## src/rtl/des_decrypt_iter.sv

```systemverilog
// Iterative DES decryption core: ROUNDS_PER_CLK Feistel rounds per clock,
// subkeys K16..K1 generated on the fly by right-rotating the PC-1 halves.
module des_decrypt_iter #(
    parameter int ROUNDS_PER_CLK = 1
) (
    input  logic        clk,
    input  logic        rst_n,
    input  logic        in_valid,
    output logic        in_ready,
    input  logic [63:0] ct,
    input  logic [63:0] key,
    output logic        out_valid,
    input  logic        out_ready,
    output logic [63:0] pt,
    output logic        busy
);

    generate
        if (ROUNDS_PER_CLK != 1 && ROUNDS_PER_CLK != 2 && ROUNDS_PER_CLK != 4 &&
            ROUNDS_PER_CLK != 8 && ROUNDS_PER_CLK != 16) begin : g_bad_rpc
            $error("des_decrypt_iter: ROUNDS_PER_CLK must be 1, 2, 4, 8 or 16");
        end
    endgenerate

    localparam logic [1:0] ST_IDLE = 2'd0;
    localparam logic [1:0] ST_RUN  = 2'd1;
    localparam logic [1:0] ST_DONE = 2'd2;
    localparam logic [4:0] RPC5    = 5'(ROUNDS_PER_CLK);

    // Tables use DES bit numbering (1 = MSB); vector index is width - n.
    localparam int IP_T [64] = '{
        58, 50, 42, 34, 26, 18, 10, 2, 60, 52, 44, 36, 28, 20, 12, 4,
        62, 54, 46, 38, 30, 22, 14, 6, 64, 56, 48, 40, 32, 24, 16, 8,
        57, 49, 41, 33, 25, 17,  9, 1, 59, 51, 43, 35, 27, 19, 11, 3,
        61, 53, 45, 37, 29, 21, 13, 5, 63, 55, 47, 39, 31, 23, 15, 7};
    localparam int FP_T [64] = '{
        40, 8, 48, 16, 56, 24, 64, 32, 39, 7, 47, 15, 55, 23, 63, 31,
        38, 6, 46, 14, 54, 22, 62, 30, 37, 5, 45, 13, 53, 21, 61, 29,
        36, 4, 44, 12, 52, 20, 60, 28, 35, 3, 43, 11, 51, 19, 59, 27,
        34, 2, 42, 10, 50, 18, 58, 26, 33, 1, 41,  9, 49, 17, 57, 25};
    localparam int E_T [48] = '{
        32,  1,  2,  3,  4,  5,  4,  5,  6,  7,  8,  9,
         8,  9, 10, 11, 12, 13, 12, 13, 14, 15, 16, 17,
        16, 17, 18, 19, 20, 21, 20, 21, 22, 23, 24, 25,
        24, 25, 26, 27, 28, 29, 28, 29, 30, 31, 32,  1};
    localparam int P_T [32] = '{
        16,  7, 20, 21, 29, 12, 28, 17,  1, 15, 23, 26,  5, 18, 31, 10,
         2,  8, 24, 14, 32, 27,  3,  9, 19, 13, 30,  6, 22, 11,  4, 25};
    localparam int PC1_T [56] = '{
        57, 49, 41, 33, 25, 17,  9,  1, 58, 50, 42, 34, 26, 18,
        10,  2, 59, 51, 43, 35, 27, 19, 11,  3, 60, 52, 44, 36,
        63, 55, 47, 39, 31, 23, 15,  7, 62, 54, 46, 38, 30, 22,
        14,  6, 61, 53, 45, 37, 29, 21, 13,  5, 28, 20, 12,  4};
    localparam int PC2_T [48] = '{
        14, 17, 11, 24,  1,  5,  3, 28, 15,  6, 21, 10,
        23, 19, 12,  4, 26,  8, 16,  7, 27, 20, 13,  2,
        41, 52, 31, 37, 47, 55, 30, 40, 51, 45, 33, 48,
        44, 49, 39, 56, 34, 53, 46, 42, 50, 36, 29, 32};
    localparam int SBOX [8][64] = '{
        '{14,  4, 13,  1,  2, 15, 11,  8,  3, 10,  6, 12,  5,  9,  0,  7,
           0, 15,  7,  4, 14,  2, 13,  1, 10,  6, 12, 11,  9,  5,  3,  8,
           4,  1, 14,  8, 13,  6,  2, 11, 15, 12,  9,  7,  3, 10,  5,  0,
          15, 12,  8,  2,  4,  9,  1,  7,  5, 11,  3, 14, 10,  0,  6, 13},
        '{15,  1,  8, 14,  6, 11,  3,  4,  9,  7,  2, 13, 12,  0,  5, 10,
           3, 13,  4,  7, 15,  2,  8, 14, 12,  0,  1, 10,  6,  9, 11,  5,
           0, 14,  7, 11, 10,  4, 13,  1,  5,  8, 12,  6,  9,  3,  2, 15,
          13,  8, 10,  1,  3, 15,  4,  2, 11,  6,  7, 12,  0,  5, 14,  9},
        '{10,  0,  9, 14,  6,  3, 15,  5,  1, 13, 12,  7, 11,  4,  2,  8,
          13,  7,  0,  9,  3,  4,  6, 10,  2,  8,  5, 14, 12, 11, 15,  1,
          13,  6,  4,  9,  8, 15,  3,  0, 11,  1,  2, 12,  5, 10, 14,  7,
           1, 10, 13,  0,  6,  9,  8,  7,  4, 15, 14,  3, 11,  5,  2, 12},
        '{ 7, 13, 14,  3,  0,  6,  9, 10,  1,  2,  8,  5, 11, 12,  4, 15,
          13,  8, 11,  5,  6, 15,  0,  3,  4,  7,  2, 12,  1, 10, 14,  9,
          10,  6,  9,  0, 12, 11,  7, 13, 15,  1,  3, 14,  5,  2,  8,  4,
           3, 15,  0,  6, 10,  1, 13,  8,  9,  4,  5, 11, 12,  7,  2, 14},
        '{ 2, 12,  4,  1,  7, 10, 11,  6,  8,  5,  3, 15, 13,  0, 14,  9,
          14, 11,  2, 12,  4,  7, 13,  1,  5,  0, 15, 10,  3,  9,  8,  6,
           4,  2,  1, 11, 10, 13,  7,  8, 15,  9, 12,  5,  6,  3,  0, 14,
          11,  8, 12,  7,  1, 14,  2, 13,  6, 15,  0,  9, 10,  4,  5,  3},
        '{12,  1, 10, 15,  9,  2,  6,  8,  0, 13,  3,  4, 14,  7,  5, 11,
          10, 15,  4,  2,  7, 12,  9,  5,  6,  1, 13, 14,  0, 11,  3,  8,
           9, 14, 15,  5,  2,  8, 12,  3,  7,  0,  4, 10,  1, 13, 11,  6,
           4,  3,  2, 12,  9,  5, 15, 10, 11, 14,  1,  7,  6,  0,  8, 13},
        '{ 4, 11,  2, 14, 15,  0,  8, 13,  3, 12,  9,  7,  5, 10,  6,  1,
          13,  0, 11,  7,  4,  9,  1, 10, 14,  3,  5, 12,  2, 15,  8,  6,
           1,  4, 11, 13, 12,  3,  7, 14, 10, 15,  6,  8,  0,  5,  9,  2,
           6, 11, 13,  8,  1,  4, 10,  7,  9,  5,  0, 15, 14,  2,  3, 12},
        '{13,  2,  8,  4,  6, 15, 11,  1, 10,  9,  3, 14,  5,  0, 12,  7,
           1, 15, 13,  8, 10,  3,  7,  4, 12,  5,  6, 11,  0, 14,  9,  2,
           7, 11,  4,  1,  9, 12, 14,  2,  0,  6, 10, 13, 15,  3,  5,  8,
           2,  1, 14,  7,  4, 10,  8, 13, 15, 12,  9,  0,  3,  5,  6, 11}};

    function automatic logic [63:0] perm_ip(input logic [63:0] x);
        logic [63:0] res;
        res = '0;
        for (int i = 0; i < 64; i++) res[63-i] = x[64-IP_T[i]];
        return res;
    endfunction

    function automatic logic [63:0] perm_fp(input logic [63:0] x);
        logic [63:0] res;
        res = '0;
        for (int i = 0; i < 64; i++) res[63-i] = x[64-FP_T[i]];
        return res;
    endfunction

    function automatic logic [55:0] perm_pc1(input logic [63:0] x);
        logic [55:0] res;
        res = '0;
        for (int i = 0; i < 56; i++) res[55-i] = x[64-PC1_T[i]];
        return res;
    endfunction

    function automatic logic [47:0] perm_pc2(input logic [55:0] x);
        logic [47:0] res;
        res = '0;
        for (int i = 0; i < 48; i++) res[47-i] = x[56-PC2_T[i]];
        return res;
    endfunction

    function automatic logic [47:0] expand_e(input logic [31:0] x);
        logic [47:0] res;
        res = '0;
        for (int i = 0; i < 48; i++) res[47-i] = x[32-E_T[i]];
        return res;
    endfunction

    function automatic logic [31:0] perm_p(input logic [31:0] x);
        logic [31:0] res;
        res = '0;
        for (int i = 0; i < 32; i++) res[31-i] = x[32-P_T[i]];
        return res;
    endfunction

    // f-function: s1 takes the most significant 6-bit chunk.
    function automatic logic [31:0] f_func(input logic [31:0] r, input logic [47:0] k);
        logic [47:0] x;
        logic [31:0] s;
        logic [5:0]  b;
        x = expand_e(r) ^ k;
        s = '0;
        for (int n = 0; n < 8; n++) begin
            b = x[47-6*n -: 6];
            s[31-4*n -: 4] = 4'(SBOX[n][{b[5], b[0], b[4:1]}]);
        end
        return perm_p(s);
    endfunction

    logic [1:0]  state_q;
    logic [3:0]  cnt_q;
    logic [31:0] l_q, r_q;
    logic [27:0] c_q, d_q;
    logic [63:0] pt_q;

    logic [31:0] l_n, r_n, tmp_r;
    logic [27:0] c_n, d_n;
    logic [4:0]  rnd;
    logic        last_step;

    // Valid/ready: a transfer happens on a rising edge where valid and ready are
    // both high; the source holds valid and data stable until that edge.
    assign in_ready  = rst_n && (state_q == ST_IDLE);
    assign out_valid = (state_q == ST_DONE);
    assign busy      = (state_q != ST_IDLE);
    assign pt        = pt_q;
    assign last_step = (({1'b0, cnt_q} + RPC5) == 5'd16);

    // Rounds of one clock, chained; rnd is the 1-based decryption round index.
    always_comb begin
        l_n   = l_q;
        r_n   = r_q;
        c_n   = c_q;
        d_n   = d_q;
        tmp_r = '0;
        rnd   = '0;
        for (int j = 0; j < ROUNDS_PER_CLK; j++) begin
            rnd   = {1'b0, cnt_q} + 5'(j) + 5'd1;
            tmp_r = l_n ^ f_func(r_n, perm_pc2({c_n, d_n}));
            l_n   = r_n;
            r_n   = tmp_r;
            if (rnd == 5'd1 || rnd == 5'd8 || rnd == 5'd15) begin
                c_n = {c_n[0], c_n[27:1]};
                d_n = {d_n[0], d_n[27:1]};
            end else begin
                c_n = {c_n[1:0], c_n[27:2]};
                d_n = {d_n[1:0], d_n[27:2]};
            end
        end
    end

    always_ff @(posedge clk or negedge rst_n) begin
        if (!rst_n) begin
            state_q <= ST_IDLE;
            cnt_q   <= '0;
            l_q     <= '0;
            r_q     <= '0;
            c_q     <= '0;
            d_q     <= '0;
            pt_q    <= '0;
        end else begin
            case (state_q)
                ST_IDLE: begin
                    if (in_valid) begin
                        {l_q, r_q} <= perm_ip(ct);
                        {c_q, d_q} <= perm_pc1(key);
                        cnt_q      <= '0;
                        state_q    <= ST_RUN;
                    end
                end
                ST_RUN: begin
                    l_q <= l_n;
                    r_q <= r_n;
                    c_q <= c_n;
                    d_q <= d_n;
                    if (last_step) begin
                        pt_q    <= perm_fp({r_n, l_n});
                        cnt_q   <= '0;
                        state_q <= ST_DONE;
                    end else begin
                        cnt_q <= cnt_q + RPC5[3:0];
                    end
                end
                ST_DONE: begin
                    if (out_ready) state_q <= ST_IDLE;
                end
                default: state_q <= ST_IDLE;
            endcase
        end
    end

endmodule

```

## config.mk

```make
export PLATFORM = sky130hd
export DESIGN_NAME = des_decrypt_iter
export DESIGN_NICKNAME = d
export VERILOG_FILES = /design/src/rtl/des_decrypt_iter.sv
export SDC_FILE = /design/constraint.sdc
export NUM_CORES = 1
export LEC_CHECK = 0
export CORE_AREA = 3 3 208 210
export CTS_CLUSTER_SIZE = 24
export DETAILED_ROUTE_END_ITERATION = 6
export DIE_AREA = 0 0 211 213
export PLACE_DENSITY = 0.53
export SKIP_CTS_REPAIR_TIMING = 1
export SLEW_MARGIN = 40
export SYNTH_ARGS = -nofsm -noshare
export SYNTH_HDL_FRONTEND = slang
export SYNTH_SLANG_ARGS = --single-unit
export TNS_END_PERCENT = 50
```

## constraint.sdc

```tcl
create_clock -name clk -period 5.5 [get_ports clk]
set_clock_uncertainty 0.1 [all_clocks]
set_input_delay 1.1 -clock clk [delete_from_list [all_inputs] [get_ports clk]]
set_output_delay 1.1 -clock clk [all_outputs]
set_load 0.01 [all_outputs]
```

==> results of run 1 <==
==> synthesized netlist by cell type (42+ instances only) <==
master / number
a21o_1: 63
clkbuf_1: 82
a21oi_1: 148
xnor2_1: 55
mux2i_1: 75
nand2_1: 256
nor2_1: 99
xor2_1: 44
nand3_1: 42
dfrtp_1: 190
o21ai_0: 135
ha_1: 65
==> cell families after synthesis <==
| family | after synthesis | synth area share, % |
|---|---|---|
| AOI/OAI and AO/OA | 539 | 23.34 |
| and+or+nand+nor | 508 | 15.27 |
| DFF | 190 | 32.76 |
| buffers and inverters | 158 | 4.526 |
| xor gates and xnor gates | 128 | 9.303 |
| muxes | 102 | 9.130 |
| adders and majority gates | 66 | 5.673 |
==> final cells by class <==
class / instances / area, um2
well taps: 539 / 674.4
inverters: 40 / 152.6
multi-input cells: 1343 / 9266
fillers: 4147 / 24260
clock buffers: 18 / 429.2
clock inverters: 12 / 107.6
flip-flops and latches: 190 / 4756
repair buffers: 212 / 2112
==> per-layer routing <==
| layer | GRT usage (%) | up-vias | part of all wire (%) |
|---|---|---|---|
| met2 | 36.17 | 424 | 46 |
| met5 | 0 | - | 0 |
| li1 | - | 6283 | - |
| met1 | 31.46 | 6487 | 46 |
| met4 | 7.159 | 0 | 2.8 |
| met3 | 3.541 | 61 | 5.2 |
==> worst paths after layout <==
kind	startpoint	end	slack (ps)	depth (start not counted)
min in group asynchronous	rst_n	l_n[14]	550	1
max in group asynchronous	rst_n	l_q[30]	3680	2
worst max register to register	l_n[4]	pt[54]	1950	8
worst min-delay path	pt[1]	pt[1]	380	2
worst max-delay path	state_q[1]	in_ready	1900	4
worst min register to register	pt[1]	pt[1]	380	2
==> sequential cells by signal, indices dropped and copies added, names as in the netlist <==
register,cells
cnt_q,4
l_n,32
d_q,28
c_q,28
pt,64
state_q,2
l_q,32
==> critical path: cells and delay by family, from the launching register on <==
family / cells / cell delay [ps]
DFF: 1 / 620
and+or+nand+nor: 2 / 430
buffers and inverters: 2 / 870
==> through the flow <==
| step | cells | util (%) | setup WS, ps |
|---|---|---|---|
| 4_1_cts | 2354 | 41.74 | 1895 |
| 3_5_place_dp | 2324 | 40.45 | 1828 |
| 3_3_place_gp | 2324 | 40.28 | 1846 |
| 6_report | 2354 | 41.90 | 1902 |
| 5_1_grt | 2354 | 41.90 | 1741 |
| 2_1_floorplan | 1691 | - | 2660 |
==> flow_summary_export.csv, run 1 <==
group,metric,value,unit
worst_setup_path,critPathSlowestCell,"dfrtp_1",
sta,tightest_slew,829.1,ps
synthesis,postSynthAreaPerCell,8.582,um2
finish,final_area,17500,um2
finish,syn2layout_area_growth,20.57,%
finish,nets,2001,
worst_setup_path,arrival,2400,ps
synthesis,synth-seq-area-share,32.76,%
grt,grt_pass1_wl,78760,um
cts,clk_path_buf_depth,2,
finish,final_cell_mix,"nand2_1 (256), dfrtp_1 (189), clkdlybuf4s50_1 (189), a21oi_1 (147), o21ai_0 (135)",
worst_setup_path,max_stage_delay,620,ps
sta,relSlewSlack,44.54,%
cts,htree_num_levels,4,
place,port_buffers,190,
floorplanning,die-area,44940,um2
route,num_vias,13260,
worst_setup_path,crit_chain,"buf_4, or2_2, nor2_1, clkdlybuf4s50_1",
synthesis,synth_area,14510,um2
grt,grt-ovfl-total,0,
run_status,outcome,"finished, final reports clean",
synthesis,yosys_warnings,0,
worst_setup_path,required,4300,ps
synthesis,async_reset_ff_share,100.0,%
floorplanning,die_x,211,um
finish,drive_gt1_share,7.989,%
sta,slew_violations,0,
route,drt.antenna.violating_nets,0,
synthesis,synth_ff_type,"dfrtp_1",
synthesis,synth.area.top_cells,"dfrtp_1 (33%), nand2_1 (6.6%), ha_1 (5.6%)",
finish,final_common_cell,"nand2_1",
sta,hold_ws,379.6,ps
synthesis,synthDominantAreaCellType,"dfrtp_1",
synthesis,yosys.area.top_type_share,32.76,%
worst_setup_path,crit_path_end_kind,"output pin",
synthesis,netlist_instances,1691,
floorplanning,ios,199,
cts,clkTransAtPathRegs,80,ps
floorplanning,core,41760,um2
cts,cts_buffers,17,
cts,clock_latency,460,ps
floorplanning,die_h,213,um
worst_setup_path,cp_max_fo,14,
synthesis,ys_seq_elements,190,
place,place_area,16890,um2
grt,grt_pass1_vias,13060,
synthesis,synth_edf_count,0,
worst_setup_path,start_kind,"register",
route,drtPass1Iterations,5,
sta,rsz0062_at_grt,"false",
sta,finalHoldViolCount,0,
place,hpwl,35850,um
cts,cts.sinks,190,
floorplanning,core.rowCount,75,
synthesis,yosysUniqueCellTypes,75,
route,avgViaCountPerCell,5.631,
cts,root_buffer,"clkbuf_16",
grt,antenna_found_initial,0,
route,drt_first_iter_violations,1226,
floorplanning,start_util,34.75,%
sta,finalSetupTns,0,ps
cts,tritoncts,"yes",
finish,antenna_cells,0,
run,drv_cap,0,
route,drc_errors,0,
sta,max_freq,277.9,MHz
synthesis,syn-num-nets,1888,
grt,gr-usage-all-layers,22.56,%
worst_setup_path,worstSetupPathType,"reg -> out",
place,place_congestion,0.8862,
route,routedWlPerCell,21.59,um
sta,min_period,3598,ps
sta,fin_crit_sh,65.42,%
route,finalWirelength,50830,um
hold_path,hold_path_class,"reg -> reg",
sta,finalSetupViolations,0,
grt,grt_max_degree,167,
Power of run 1 is left out: the tool's default activity adds up to more than one toggle a clock period on the data nets, which glitch-free logic cannot reach.
==> inputs of run 2 (changes only) <==
--- a/config.mk
+++ b/config.mk
@@ -9,7 +9,7 @@
 export CTS_CLUSTER_SIZE = 24
 export DETAILED_ROUTE_END_ITERATION = 6
 export DIE_AREA = 0 0 211 213
-export PLACE_DENSITY = 0.53
+export PLACE_DENSITY = 0.55
 export SKIP_CTS_REPAIR_TIMING = 1
 export SLEW_MARGIN = 40
 export SYNTH_ARGS = -nofsm -noshare
==> constraint.sdc (replaced) <==
create_clock -name clk -period 3.2 [get_ports clk]
set_clock_uncertainty 0.1 [all_clocks]
set_input_delay 0.64 -clock clk [delete_from_list [all_inputs] [get_ports clk]]
set_output_delay 0.64 -clock clk [all_outputs]
set_load 0.01 [all_outputs]
==> flow_summary_export.csv, run 2 (synthesis gave the netlist of run 1 again) <==
group,metric,value,unit
run_status,outcome,"finished, final reports clean",
sta,finalHoldViolCount,0,
floorplanning,core,41760,um2
cts,tritoncts,"yes",
route,num_vias,13720,
finish,drive_gt1_share,12.49,%
finish,layoutNonFillerInstCount,2460,
worst_setup_path,arrival,2250,ps
finish,final_area,18270,um2
place,place_area,17640,um2
cts,clk_path_buf_depth,2,
worst_setup_path,max_stage_delay,660,ps
finish,antenna_cells,0,
floorplanning,start_util,34.75,%
sta,finalSetupTns,0,ps
grt,grt-ovfl-total,0,
cts,clock_latency,470,ps
finish,final_common_cell,"nand2_1",
grt,grt_max_degree,114,
cts,cts_buffers,17,
place,place_congestion,0.9614,
sta,relSlewSlack,47.24,%
route,routedWlPerCell,20.98,um
sta,min_period,2995,ps
grt,grt_pass1_wl,79160,um
place,dp.cells,2427,
worst_setup_path,crit_path_end_kind,"output pin",
sta,tightest_slew,788.8,ps
sta,finalSetupViolations,0,
route,finalWirelength,51600,um
grt,grt_pass1_vias,13190,
cts,cts.sinks,190,
cts,htree_num_levels,4,
place,hpwl,38440,um
worst_setup_path,critPathSlowestCell,"dfrtp_1",
finish,syn2layout_area_growth,25.87,%
route,drt_first_iter_violations,1172,
worst_setup_path,critical_path.top_delay_family,"flip-flops",
sta,max_freq,333.9,MHz
floorplanning,die-area,44940,um2
floorplanning,core.rowCount,75,
worst_setup_path,critical_path_buf_inv_count,1,
sta,fin_crit_sh,93.59,%
route,drt.antenna.violating_nets,0,
worst_setup_path,crit_chain,"or2_2, nor2_1, clkdlybuf4s50_1",
worst_setup_path,required,2460,ps
sta,rsz0062_at_grt,"false",
cts,root_buffer,"clkbuf_16",
floorplanning,die_h,213,um
floorplanning,die_x,211,um
worst_setup_path,worstSetupPathType,"reg -> out",
grt,antenna_found_initial,0,
finish,final_cell_mix,"nand2_1 (256), dfrtp_1 (190), clkdlybuf4s50_1 (189), a21oi_1 (147), o21ai_0 (135)",
run,drv_cap,0,
cts,clkTransAtPathRegs,80,ps
route,avgViaCountPerCell,5.576,
grt,gr-usage-all-layers,22.76,%
worst_setup_path,start_kind,"register",
hold_path,hold_path_class,"reg -> reg",
finish,fin_util,43.75,%
worst_setup_path,cp_max_fo,16,
finish,nets,2105,
place,port_buffers,190,
sta,slew_violations,0,
route,drtPass1Iterations,6,
floorplanning,ios,199,
route,drc_errors,0,
finish,largest_reg_flops,64,
## run 2: cell count changes in the layout (fill, tap and decap cells not counted), moves of 4 or more
cell,delta
buf_4,+100
xor2_1,+7
xor2_2,-6
clkinvlp_4,-5
inv_8,+5
clkinv_4,+4
xnor2_1,+4
## run 2: area by class of cell
class	count	area, um2
fillers	4123	23490
multi-input cells	1343	9154
flip-flops and latches	190	4755
repair buffers	316	2933
well taps	539	674.4
clock buffers	17	425.4
clock inverters	15	173.9
inverters	40	152.6
## run 2: stage by stage
step	setup WS (ps)	hold WS, ps
after floorplan	360.1	244.4
after global placement	279.8	361.6
after detailed placement	193.8	362.4
after CTS	173.8	-92.37
after global routing	87.25	409.0
final	205.0	385.2
## run 2: tightest hold or removal path, cell delays in order (launching register included)
cell     delay (ps)
dfrtp_1         350
nand2_1          50
nand2_1          60
## run 2: worst paths after layout
path                             from       end  slack (ps)  cells after the start
min                             pt[5]     pt[5]         390                      2
min reg2reg                     pt[5]     pt[5]         390                      2
max                        state_q[1]  in_ready         210                      3
max reg2reg                    l_n[9]   l_n[21]         260                      7
max in group asynchronous       rst_n   l_q[30]        1610                      3
min in group asynchronous       rst_n   l_q[16]         490                      2
## run 2: per-layer routing
metal / GRT usage, % / wire length [um]
met5: 0 / 0
met3: 2.909 / 3100
met4: 8.499 / 1813
met2: 36.44 / 23770
met1: 31.68 / 22920
Power of run 2 is left out for the same reason.
==> inputs of run 3 (changes only) <==
--- a/config.mk
+++ b/config.mk
@@ -10,7 +10,6 @@
 export DETAILED_ROUTE_END_ITERATION = 6
 export DIE_AREA = 0 0 211 213
 export PLACE_DENSITY = 0.55
-export SKIP_CTS_REPAIR_TIMING = 1
 export SLEW_MARGIN = 40
 export SYNTH_ARGS = -nofsm -noshare
 export SYNTH_HDL_FRONTEND = slang
==> results of run 3 <==
The final DEF is identical to that of run 2; final timing and power are the same.
Among the figures that moved: met2 usage 36.44% -> 36.45%
Power of run 3 is left out for the same reason.
